File: config.mk
export PLATFORM = sky130hd
export DESIGN_NAME = saber_sequencer
export DESIGN_NICKNAME = d
export VERILOG_FILES = /design/src/rtl/saber_pkg.sv /design/src/rtl/rise_detect.sv /design/src/rtl/saber_sequencer.sv
export SDC_FILE = /design/constraint.sdc
export NUM_CORES = 1
export LEC_CHECK = 0
export CELL_PAD_IN_SITES_DETAIL_PLACEMENT = 1
export CELL_PAD_IN_SITES_GLOBAL_PLACEMENT = 1
export CORE_MARGIN = 2
export CORE_UTILIZATION = 34
export CTS_CLUSTER_DIAMETER = 200
export CTS_CLUSTER_SIZE = 10
export DETAILED_ROUTE_END_ITERATION = 8
export GPL_ROUTABILITY_DRIVEN = 0
export HOLD_SLACK_MARGIN = 0.12
export PLACE_DENSITY_LB_ADDON = 0.2
export SLEW_MARGIN = 20
export SYNTH_ARGS = -nofsm -noshare
export SYNTH_HDL_FRONTEND = slang
export SYNTH_HIERARCHICAL = 1
export SYNTH_SLANG_ARGS = --single-unit
File: constraint.sdc
create_clock -name clk -period 2.1 [get_ports clk]
set_clock_uncertainty 0.2 [all_clocks]
set_input_delay 0.315 -clock clk [delete_from_list [all_inputs] [get_ports clk]]
set_output_delay 0.315 -clock clk [all_outputs]
set_load 0.01 [all_outputs]
File: src/rtl/saber_pkg.sv
// Shared state encodings and Power-block control codes for the saber sequencer.
package saber_pkg;

  typedef enum logic [2:0] {
    ST_OFF      = 3'd0,
    ST_IGNITE   = 3'd1,
    ST_ON       = 3'd2,
    ST_CLASH    = 3'd3,
    ST_RETRACT  = 3'd4,
    ST_DEPLETED = 3'd5
  } saber_state_e;

  localparam logic [1:0] USE_NONE   = 2'd0;
  localparam logic [1:0] USE_IDLE   = 2'd1;
  localparam logic [1:0] USE_IGNITE = 2'd2;
  localparam logic [1:0] USE_CLASH  = 2'd3;

  localparam logic MODE_DRAIN  = 1'b0;
  localparam logic MODE_CHARGE = 1'b1;

  function automatic logic [1:0] use_of(input saber_state_e s);
    logic [1:0] u;
    case (s)
      ST_IGNITE:  u = USE_IGNITE;
      ST_ON:      u = USE_IDLE;
      ST_CLASH:   u = USE_CLASH;
      ST_RETRACT: u = USE_IDLE;
      default:    u = USE_NONE;
    endcase
    return u;
  endfunction

  // Only the blade-down states let the Power block recharge.
  function automatic logic mode_of(input saber_state_e s);
    logic m;
    case (s)
      ST_IGNITE, ST_ON, ST_CLASH, ST_RETRACT: m = MODE_DRAIN;
      default:                                m = MODE_CHARGE;
    endcase
    return m;
  endfunction

endpackage

File: src/rtl/rise_detect.sv
// Registered rising-edge detector; the reset value of the history bit is a parameter
// so a level held high through reset is not reported as an edge.
module rise_detect #(
  parameter logic RESET_VAL = 1'b0
) (
  input  logic clk,
  input  logic rst,
  input  logic din,
  output logic rise
);

  logic din_q;

  always_ff @(posedge clk) begin
    if (rst) din_q <= RESET_VAL;
    else     din_q <= din;
  end

  assign rise = din & ~din_q;

endmodule

File: src/rtl/saber_sequencer.sv
// Lightsaber top-level sequencer: ignition, idle, clash, retraction and low-charge lockout,
// driving the Power, blade-config and color blocks of the saber datapath.
module saber_sequencer
  import saber_pkg::*;
#(
  parameter int unsigned IGNITE_STEPS = 8,
  parameter int unsigned LOW_POWER    = 16,
  parameter int unsigned CLASH_CYCLES = 4
) (
  input  logic       clk,
  input  logic       rst,
  input  logic       pwr_btn,
  input  logic       clash,
  input  logic       cfg_req,
  input  logic [1:0] cfg_in,
  input  logic       color_req,
  input  logic [7:0] power_level,
  output logic [1:0] power_use,
  output logic       power_mode,
  output logic [1:0] config_set,
  output logic       cfg_ack,
  output logic       color_load,
  output logic [3:0] blade_len,
  output logic       saber_on,
  output logic [2:0] state
);

  localparam logic [3:0] STEPS      = 4'(IGNITE_STEPS);
  localparam logic [3:0] CLASH_LOAD = 4'(CLASH_CYCLES);
  localparam logic [8:0] LOW_LIM    = 9'(LOW_POWER);
  localparam logic [8:0] EXIT_LIM   = 9'(2 * LOW_POWER);

  saber_state_e state_q, state_d;
  logic [3:0]   len_d;
  logic [3:0]   clash_cnt, cnt_d;
  logic         dep_flag, dep_d;
  logic [1:0]   cfg_d;
  logic         ack_d, load_d;
  logic         btn_edge;
  logic         low;

  rise_detect #(.RESET_VAL(1'b1)) u_btn_rise (
    .clk  (clk),
    .rst  (rst),
    .din  (pwr_btn),
    .rise (btn_edge)
  );

  assign low = ({1'b0, power_level} <= LOW_LIM);

  always_ff @(posedge clk) begin
    if (rst) begin
      state_q    <= ST_OFF;
      blade_len  <= 4'd0;
      clash_cnt  <= 4'd0;
      dep_flag   <= 1'b0;
      config_set <= 2'd0;
      cfg_ack    <= 1'b0;
      color_load <= 1'b0;
    end else begin
      state_q    <= state_d;
      blade_len  <= len_d;
      clash_cnt  <= cnt_d;
      dep_flag   <= dep_d;
      config_set <= cfg_d;
      cfg_ack    <= ack_d;
      color_load <= load_d;
    end
  end

  // Request/acknowledge: cfg_req and color_req are levels sampled on each edge while ON;
  // every sampled request yields a one-cycle cfg_ack / color_load on that same edge,
  // so a held request is acknowledged again every cycle. No back-pressure exists.
  always_comb begin
    state_d = state_q;
    len_d   = blade_len;
    cnt_d   = clash_cnt;
    dep_d   = dep_flag;
    cfg_d   = config_set;
    ack_d   = 1'b0;
    load_d  = 1'b0;
    case (state_q)
      ST_OFF: begin
        if (btn_edge && !low) state_d = ST_IGNITE;
      end
      ST_IGNITE: begin
        if (btn_edge || low) begin
          state_d = ST_RETRACT;
        end else begin
          len_d = blade_len + 4'd1;
          if (blade_len == STEPS - 4'd1) state_d = ST_ON;
        end
      end
      ST_ON, ST_CLASH: begin
        if (low) begin
          state_d = ST_RETRACT;
          dep_d   = 1'b1;
        end else if (btn_edge) begin
          state_d = ST_RETRACT;
        end else if (clash) begin
          state_d = ST_CLASH;
          cnt_d   = CLASH_LOAD;
        end else if (state_q == ST_ON) begin
          if (cfg_req) begin
            cfg_d = cfg_in;
            ack_d = 1'b1;
          end
          load_d = color_req;
        end else if (clash_cnt <= 4'd1) begin
          state_d = ST_ON;
          cnt_d   = 4'd0;
        end else begin
          cnt_d = clash_cnt - 4'd1;
        end
      end
      ST_RETRACT: begin
        // A low reading on the final retract edge still routes the blade into lockout.
        if (blade_len <= 4'd1) begin
          len_d   = 4'd0;
          state_d = (dep_flag || low) ? ST_DEPLETED : ST_OFF;
        end else begin
          len_d = blade_len - 4'd1;
        end
        if (low) dep_d = 1'b1;
      end
      ST_DEPLETED: begin
        if ({1'b0, power_level} >= EXIT_LIM) begin
          state_d = ST_OFF;
          dep_d   = 1'b0;
        end
      end
      default: begin
        state_d = ST_OFF;
      end
    endcase
  end

  assign power_use  = use_of(state_q);
  assign power_mode = mode_of(state_q);
  assign saber_on   = (state_q == ST_ON) || (state_q == ST_CLASH);
  assign state      = state_q;

endmodule

==> metrics.md, run 1 <==
| Metric | Value |
|---|---|
| Final Core Density | `0.547` |
| Die Y | `approximately 61 um` |
| Post-layout instance count excluding filler cells | `230` |
| Die area | `between 3000 and 4000 um2` |
| Initial antenna violation count | `0` |
| Core area | `between 3000 and 4000 um2` |
| Largest family of logic cells by synthesized area | `compound AO/OA/AOI/OAI gates` |
| Adder-Cell Fraction of Synth Area | `0.0564` |
| Hold WS | `between 0.2 and 0.3 ns` |
| Syn Std Cell Area | `roughly 1100 um2` |
| CP Capture Point | `clash_cnt[2]` |
| Area Overhead vs Synth | `51.7%` |
| Clk_lat worst skew | `0.29 ns` |
| Crit start category | `primary input` |
| Status | `finished clean` |
| Final min period | `just over 2 ns` |
| Fmax | `~0.49 GHz` |
| Multiplexer share of the synthesized area | `0.0180` |
| RSZ-0062 raised after global routing | `yes` |
| Worst EP required | `between 2 and 2.5 ns` |
| Hold crit path type | `flop to flop` |
| Cells on worst reg2reg path | `6` |
| Synth Net Count | `160` |
| Max-Cap Viols | `0` |
| Row count | `20` |
| Worst-path clk slew | `approximately 0.11 ns` |
| CTS Sinks | `17` |
| Nets@finish | `208` |
| CTS Buf Count | `3` |
| Async SR Flop Fraction | `0` |
| Routed Wire Length | `roughly 3500 um` |
| XOR/XNOR Fraction of Synth Area | `0.00789` |
| Worst slew margin | `0.722` |
| Synth Area per Inst | `around 8.0 um2` |
| Endpoints failing hold | `0` |
| Seq/Total Area, Yosys | `0.307` |
| Fin crit share | `0.980` |
| CTS tree | `yes` |
| Pleak | `~0.66 nW` |
| Worst-case clock buffer depth | `2` |
| DR iter-0 viols | `26` |
| Number of synthesized flops with an enable pin | `0` |
| Initial core utilization | `0.361` |
| CP Class | `primary input to flop` |
| Die X | `slightly above 60 um` |
| H-Tree Level Count | `1` |
| Max Slew Vio Count | `0` |
| Yosys reg bits | `17` |
| Root Buffer | `clkbuf_4` |
| Crit Path Max Fanout | `7` |
| Via/cell ratio | `~5.5` |
| Crit path arrival time | `~2.1 ns` |
| Vias in the first global route | `approximately 1300` |
| Wire per inst | `approximately 15 um` |
| Post-CTS Setup Inserts | `0` |
| Post-synthesis compound-gate area fraction | `0.290` |
| Reg2reg end | `clash_cnt[3]` |
| Worst Setup End Kind | `flop` |
| Fraction of layout cells with a size suffix above 1 | `0.247` |
| Diode count | `0` |
| Ys Warns | `6` |
| # DRC | `0` |
| Largest net degree at the start of global routing | `18` |
| Peak VDD IR | `approximately 0.30 mV` |
| Final Setup Violations | `0` |
| CTS Hold Bufs | `0` |
| First-pass DRT Iterations | `4` |
| First-pass GRT wire length | `about 5400 um` |
| Post-Synth Simple-Gate Area | `0.263` |
| DR vias | `1254` |
| Reg2reg start | `clash_cnt[0]` |
| Top_reg_cell synth | `dfxtp_1` |
| Total Routing Usage GR | `0.194` |
| Antenna-violating nets left | `0` |
| Pwr/cell area | `around 520 nW/um2` |
| Unique masters post-synth | `43` |
| Launch point of the critical path | `pwr_btn` |
| Port bufs | `30` |
| I/O pin cnt | `31` |
| Slew @ Worst Pin | `0.413 ns` |
| Final TNS setup | `0 ns` |
| Cells after DPL | `approximately 230` |
| R2R setup slack | `~0.070 ns` |
| Post-DP HPWL | `2550 um` |
| Synth Instances | `139` |
| GRT overflow | `0` |
## how the worst min path moves through the flow
stage / start / to / slack, ns / cells after the start
finish: blade_len[0] / blade_len[0] / 0.27 / 1
detailed placement: blade_len[0] / blade_len[0] / 0.26 / 1
global route: blade_len[0] / blade_len[0] / 0.31 / 1
CTS: blade_len[0] / blade_len[0] / 0.28 / 1
floorplan: rst / u_btn_rise/din_q / 0.21 / 1
global placement: blade_len[0] / blade_len[0] / 0.25 / 1
## synth_stat cells, types with 2 or more instances
cell	count	area [um2]
ha_1	5	62.6
dfxtp_1	17	340
nand2b_1	2	12.5
mux2i_1	2	20.0
nor3b_1	3	22.5
a31oi_1	5	31.3
or2_2	3	18.8
a221o_1	2	20.0
clkbuf_1	7	26.3
nor2b_1	2	12.5
a21o_1	2	15.0
o21ai_0	3	15.0
a21oi_1	16	80.1
nand2_1	8	30.0
nor3_1	6	30.0
inv_1	8	30.0
o31ai_1	3	22.5
nand3_1	3	15.0
a221oi_1	3	26.3
or3b_1	2	17.5
nor2_1	15	56.3
## logic make-up after synthesis
group / count (synthesis)
flops: 17
mux: 2
simple gates: 53
compound gates: 44
buf+inv: 17
xor+xnor: 1
fa+ha+maj: 5
## where the power goes
part / switching, mW / total (mW) / internal, mW / leakage, nW
clock network: 0.114 / 0.188 / 0.0738 / 0.0150
registers: 0.0254 / 0.359 / 0.334 / 0.141
logic: 0.152 / 0.324 / 0.171 / 0.507
## flip-flops by register name, indices dropped and copies added, names as in the netlist
| signal | count |
|---|---|
| config_set | 2 |
| dep_flag | 1 |
| cfg_ack | 1 |
| color_load | 1 |
| u_btn_rise/din_q | 1 |
| state | 3 |
| blade_len | 4 |
| clash_cnt | 4 |
## worst max-delay path, cell delays in order
cell and delay (ns):
clkdlybuf4s50_1 0.41, nor2b_4 0.14, or3b_4 0.38, a211o_1 0.25, buf_4 0.16, or2_2 0.31, a21oi_2 0.13
## final cells by class
type / instances / area, um2
clock buffer: 4 / 26.3
inverter: 8 / 30.0
sequential: 17 / 354
tap: 44 / 55.1
fill: 383 / 1390
multi-input combinational: 105 / 749
timing repair buffer: 52 / 469
## metal layers
layer,vias to the layer above,global-route usage,wire (um)
met3,8,0.0420,210
met1,601,0.244,1550
met2,45,0.324,1650
met5,-,0,0
met4,0,0.0714,62
li1,600,-,-
## repair_timing
action	in CTS	in global routing
pin swaps	3	4
setup endpoints to repair	6	6
hold endpoints to repair	0	0
gates resized for setup	11	11
## layout by cell type, fill, tap and decap left out, types with 2 or more instances in the layout
| cell type | instances |
|---|---|
| nor3b_1 | 3 |
| a31oi_1 | 4 |
| mux2i_1 | 2 |
| dfxtp_2 | 2 |
| o31ai_1 | 3 |
| o21ai_0 | 2 |
| or2_2 | 3 |
| dfxtp_4 | 3 |
| nand2b_1 | 2 |
| dfxtp_1 | 12 |
| buf_4 | 22 |
| a21oi_1 | 14 |
| ha_1 | 5 |
| a221oi_2 | 2 |
| a221o_1 | 2 |
| a21oi_2 | 2 |
| nand2_1 | 8 |
| clkbuf_4 | 3 |
| clkdlybuf4s50_1 | 27 |
| inv_1 | 8 |
| nor3_1 | 6 |
| nand3_1 | 3 |
| a21o_1 | 2 |
| nor2_1 | 14 |
| dlymetal6s2s_1 | 2 |
| a221oi_1 | 2 |
## metrics by stage
step                setup WS (ns)  power [mW]  instance area (um2)
finish                     0.0412       0.871                 1680
global route              -0.0151       0.930                 1680
CTS                       0.00346       0.870                 1650
detailed placement         -0.339       0.671                 1600
global placement           -0.288       0.661                 1600
floorplan                  0.0919       0.514                 1110
(Power assumes the default switching activity.)
==> run 2, diff against run 1 <==
--- a/config.mk
+++ b/config.mk
@@ -14,9 +14,8 @@
 export DETAILED_ROUTE_END_ITERATION = 8
 export GPL_ROUTABILITY_DRIVEN = 0
 export HOLD_SLACK_MARGIN = 0.12
-export PLACE_DENSITY_LB_ADDON = 0.2
+export PLACE_DENSITY = 0.8
 export SLEW_MARGIN = 20
 export SYNTH_ARGS = -nofsm -noshare
 export SYNTH_HDL_FRONTEND = slang
-export SYNTH_HIERARCHICAL = 1
 export SYNTH_SLANG_ARGS = --single-unit
==> run 2 against run 1 <==
Against the previous run:
- sequential cell count stayed put
- power grew 48%
- die area up 0.21%
- synthesized cell count decreased by 4.3%
- synthesized area up 0.23%
- critical endpoint is now power_use[0]
==> metrics.md, run 2 <==
| Metric | Value |
|---|---|
| Most frequent cells in the layout | `clkdlybuf4s50_1 (23), buf_4 (21), dfxtp_1 (16) (was clkdlybuf4s50_1 (27), buf_4 (22), nor2_1 (14), a21oi_1 (14), dfxtp_1 (12))` |
| Multi-input gate area | `731 um2 (was 749 um2)` |
| Ys Warns | `0 (was 6)` |
| Global route hottest layer | `met2 (unchanged)` |
| Syn Std Cell Area | `1110 um2 (about the same)` |
| Launch point of the critical path | `state[1] (was pwr_btn)` |
| Via/cell ratio | `5.29 (was 5.45)` |
| Leading area contributor after synthesis | `dfxtp_1 (unchanged)` |
| Crit path arrival time | `1.49 ns (was 2.09 ns)` |
| Peak VDD IR | `0.327 mV (was 0.305 mV)` |
| Final min period | `2.00 ns (was 2.06 ns)` |
| CP Class | `flop to output port (was primary input to flop)` |
| Die area | `3740 um2 (about the same)` |
| Reg2reg start | `state[1] (was clash_cnt[0])` |
| Slowest CP cell | `or3b_2 (was clkdlybuf4s50_1)` |
| Antenna-violating nets left | `0 (unchanged)` |
| R2R setup slack | `0.13 ns (was 0.07 ns)` |
| Worst slew margin | `0.704 (was 0.722)` |
| # DRC | `0 (unchanged)` |
| Most common cell in the netlist | `dfxtp_1 (unchanged)` |
| Final TNS setup | `0 ns (unchanged)` |
| Layout fillers | `396 (was 383)` |
| Yosys reg bits | `17 (unchanged)` |
| First-pass GRT wire length | `5480 um (was 5400 um)` |
| Hold crit path type | `flop to flop (unchanged)` |
| Final Setup Violations | `0 (unchanged)` |
| Max-Cap Viols | `0 (unchanged)` |
| Total power | `1.29 mW (was 0.871 mW)` |
| Unique masters post-synth | `47 (was 43)` |
| Post-DP HPWL | `2780 um (was 2550 um)` |
| Synth top cells by count | `dfxtp_1 (17), nor2_1 (14), a21oi_1 (10), inv_1 (8), nand2_1 (8) (was dfxtp_1 (17), a21oi_1 (16), nor2_1 (15), inv_1 (8), nand2_1 (8))` |
| Async SR Flop Fraction | `0 (unchanged)` |
| Synth area leaders | `dfxtp_1 (31%), ha_1 (5.6%), nor2_1 (4.7%) (was dfxtp_1 (31%), a21oi_1 (7.2%), ha_1 (5.6%))` |
| Worst-path clk slew | `0.11 ns (about the same)` |
| I/O pin cnt | `31 (unchanged)` |
| Status | `finished clean (unchanged)` |
| Synth Area per Inst | `8.36 um2 (was 7.98 um2)` |
| Commonest non-fill, non-tap cell in the layout | `clkdlybuf4s50_1 (unchanged)` |
| Total Routing Usage GR | `0.200 (was 0.194)` |
| CTS Sinks | `17 (unchanged)` |
| Clk_lat worst skew | `0.30 ns (was 0.29 ns)` |
| Worst EP required | `1.58 ns (was 2.13 ns)` |
| Root Buffer | `clkbuf_4 (unchanged)` |
| Slew @ Worst Pin | `0.442 ns (was 0.413 ns)` |
| Grt met1 use | `0.219 (was 0.244)` |
| Max Slew Vio Count | `0 (unchanged)` |
| Cells on worst reg2reg path | `5 (was 6)` |
| FF/Latch Area | `342 um2 (was 354 um2)` |
| Initial antenna violation count | `0 (unchanged)` |
| Core area | `3080 um2 (unchanged)` |
| Final Core Density | `0.536 (was 0.547)` |
| Seq/Total Area, Yosys | `0.306 (was 0.307)` |
| Worst-case clock buffer depth | `2 (unchanged)` |
| Synth Instances | `133 (was 139)` |
| Final worst slack | `0.0960 ns (was 0.0412 ns)` |
| CP bufs+invs | `1 (was 2)` |
| Row count | `20 (unchanged)` |
| Port bufs | `30 (unchanged)` |
| Endpoints failing hold | `0 (unchanged)` |
| Initial core utilization | `0.361 (about the same)` |
| Wire per inst | `15.6 um (was 15.1 um)` |
| Diode count | `0 (unchanged)` |
| H-Tree Level Count | `1 (unchanged)` |
| Number of synthesized flops with an enable pin | `0 (unchanged)` |
| Fin crit share | `0.954 (was 0.980)` |
| Top_reg_cell synth | `dfxtp_1 (unchanged)` |
| Synth Net Count | `154 (was 160)` |
| Pwr/cell area | `781 nW/um2 (was 517 nW/um2)` |
| Routed Wire Length | `3530 um (was 3470 um)` |
| Fmax | `0.499 GHz (was 0.486 GHz)` |
| RSZ-0062 raised after global routing | `no (was yes)` |
| Fraction of layout cells with a size suffix above 1 | `0.230 (was 0.247)` |
| CP cell instances | `or3b_2 > nand2_1 > dlygate4sd2_1 (was clkdlybuf4s50_1 > nor2b_4 > or3b_4 > a211o_1 > buf_4 > or2_2 > a21oi_2)` |
| Vias in the first global route | `1204 (was 1261)` |
| Synth top area share | `0.306 (was 0.307)` |
| Die X | `61.2 um (was 61.1 um)` |
| Crit Path Max Fanout | `6 (was 7)` |
| Pleak | `0.670 nW (was 0.663 nW)` |
| CTS tree | `yes (unchanged)` |
| Area Overhead vs Synth | `48.3% (was 51.7%)` |
| DR iter-0 viols | `27 (was 26)` |
| CP Capture Point | `power_use[0] (was clash_cnt[2])` |
| First-pass DRT Iterations | `4 (unchanged)` |
| Cell depth of the worst setup path | `3 (was 7)` |
| Met2 Usage GRT | `0.384 (was 0.324)` |
| Hold WS | `0.288 ns (was 0.269 ns)` |
| Worst Setup End Kind | `output port (was flop)` |
| Nets@finish | `205 (was 208)` |
| GRT overflow | `0 (unchanged)` |
| Pre-CTS setup slack | `-0.332 ns (was -0.339 ns)` |
| DR vias | `1200 (was 1254)` |
| Met3 Resource Use GR | `0.0210 (was 0.0420)` |
| Largest net degree at the start of global routing | `13 (was 18)` |
| CP top delay family | `simple AND/OR/NAND/NOR gates (unchanged)` |
| CP peak stage delay | `0.47 ns (was 0.41 ns)` |
| CTS Buf Count | `3 (unchanged)` |
| Reg2reg end | `blade_len[3] (was clash_cnt[3])` |
| Crit start category | `flop (was primary input)` |
| Die Y | `61.2 um (was 61.1 um)` |
==> run 2: how the worst min path moves through the flow <==
| stage | start | cells past startpoint | to |
|---|---|---|---|
| 3_5_place_dp | clash_cnt[1] | 2 | clash_cnt[1] |
| 3_3_place_gp | clash_cnt[1] | 2 | clash_cnt[1] |
| 4_1_cts | clash_cnt[1] | 2 | clash_cnt[1] |
| 6_report | clash_cnt[1] | 2 | clash_cnt[1] |
| 5_1_grt | clash_cnt[1] | 2 | clash_cnt[1] |
| 2_1_floorplan | rst | 1 | state[1] |
==> run 2: layout make-up <==
class / count / area share
tap: 44 / 0.0334
multi-input combinational: 103 / 0.443
inverter: 8 / 0.0182
clock inverter: 1 / 0.00303
clock buffer: 3 / 0.0137
sequential: 17 / 0.207
timing repair buffer: 51 / 0.281
==> run 2: repair_timing <==
| item | CTS | global route |
|---|---|---|
| buffers inserted | 1 | 0 |
| pin swaps | 1 | 4 |
| setup endpoints to repair | 4 | 7 |
| gates resized for setup | 4 | 7 |
| endpoints found under the hold margin | 0 | 0 |
| hold buffers | 0 | 0 |
==> run 2: worst register-to-register path: stages (launching register included) <==
cell	delay [ns]
dfxtp_2	0.37
or3b_2	0.47
buf_4	0.17
or3_1	0.30
a32oi_1	0.24
a211oi_1	0.10
==> run 2: power breakdown <==
part | switching, mW | internal, mW | total [mW]
Combinational | 0.348 | 0.360 | 0.708
Clock | 0.116 | 0.0710 | 0.187
Sequential | 0.0375 | 0.356 | 0.394
==> run 2: logic make-up after synthesis <==
group / Yosys count / synth area share
compound gates: 35 / 0.262
xor+xnor: 1 / 0.00788
fa+ha+maj: 5 / 0.0562
buf+inv: 13 / 0.0461
flops: 17 / 0.306
mux: 3 / 0.0270
simple gates: 59 / 0.295
==> run 2: metrics by stage <==
stage / cells / area [um2]
2_1_floorplan: 133 / 1110
3_3_place_gp: 222 / 1600
3_5_place_dp: 222 / 1600
4_1_cts: 227 / 1630
5_1_grt: 227 / 1650
6_report: 227 / 1650
==> run 2: per-layer routing <==
| metal | vias to the layer above | part of all wire |
|---|---|---|
| met5 | - | 0 |
| met4 | 0 | 0.021 |
| met3 | 8 | 0.037 |
| met2 | 27 | 0.54 |
| met1 | 578 | 0.41 |
| li1 | 587 | - |
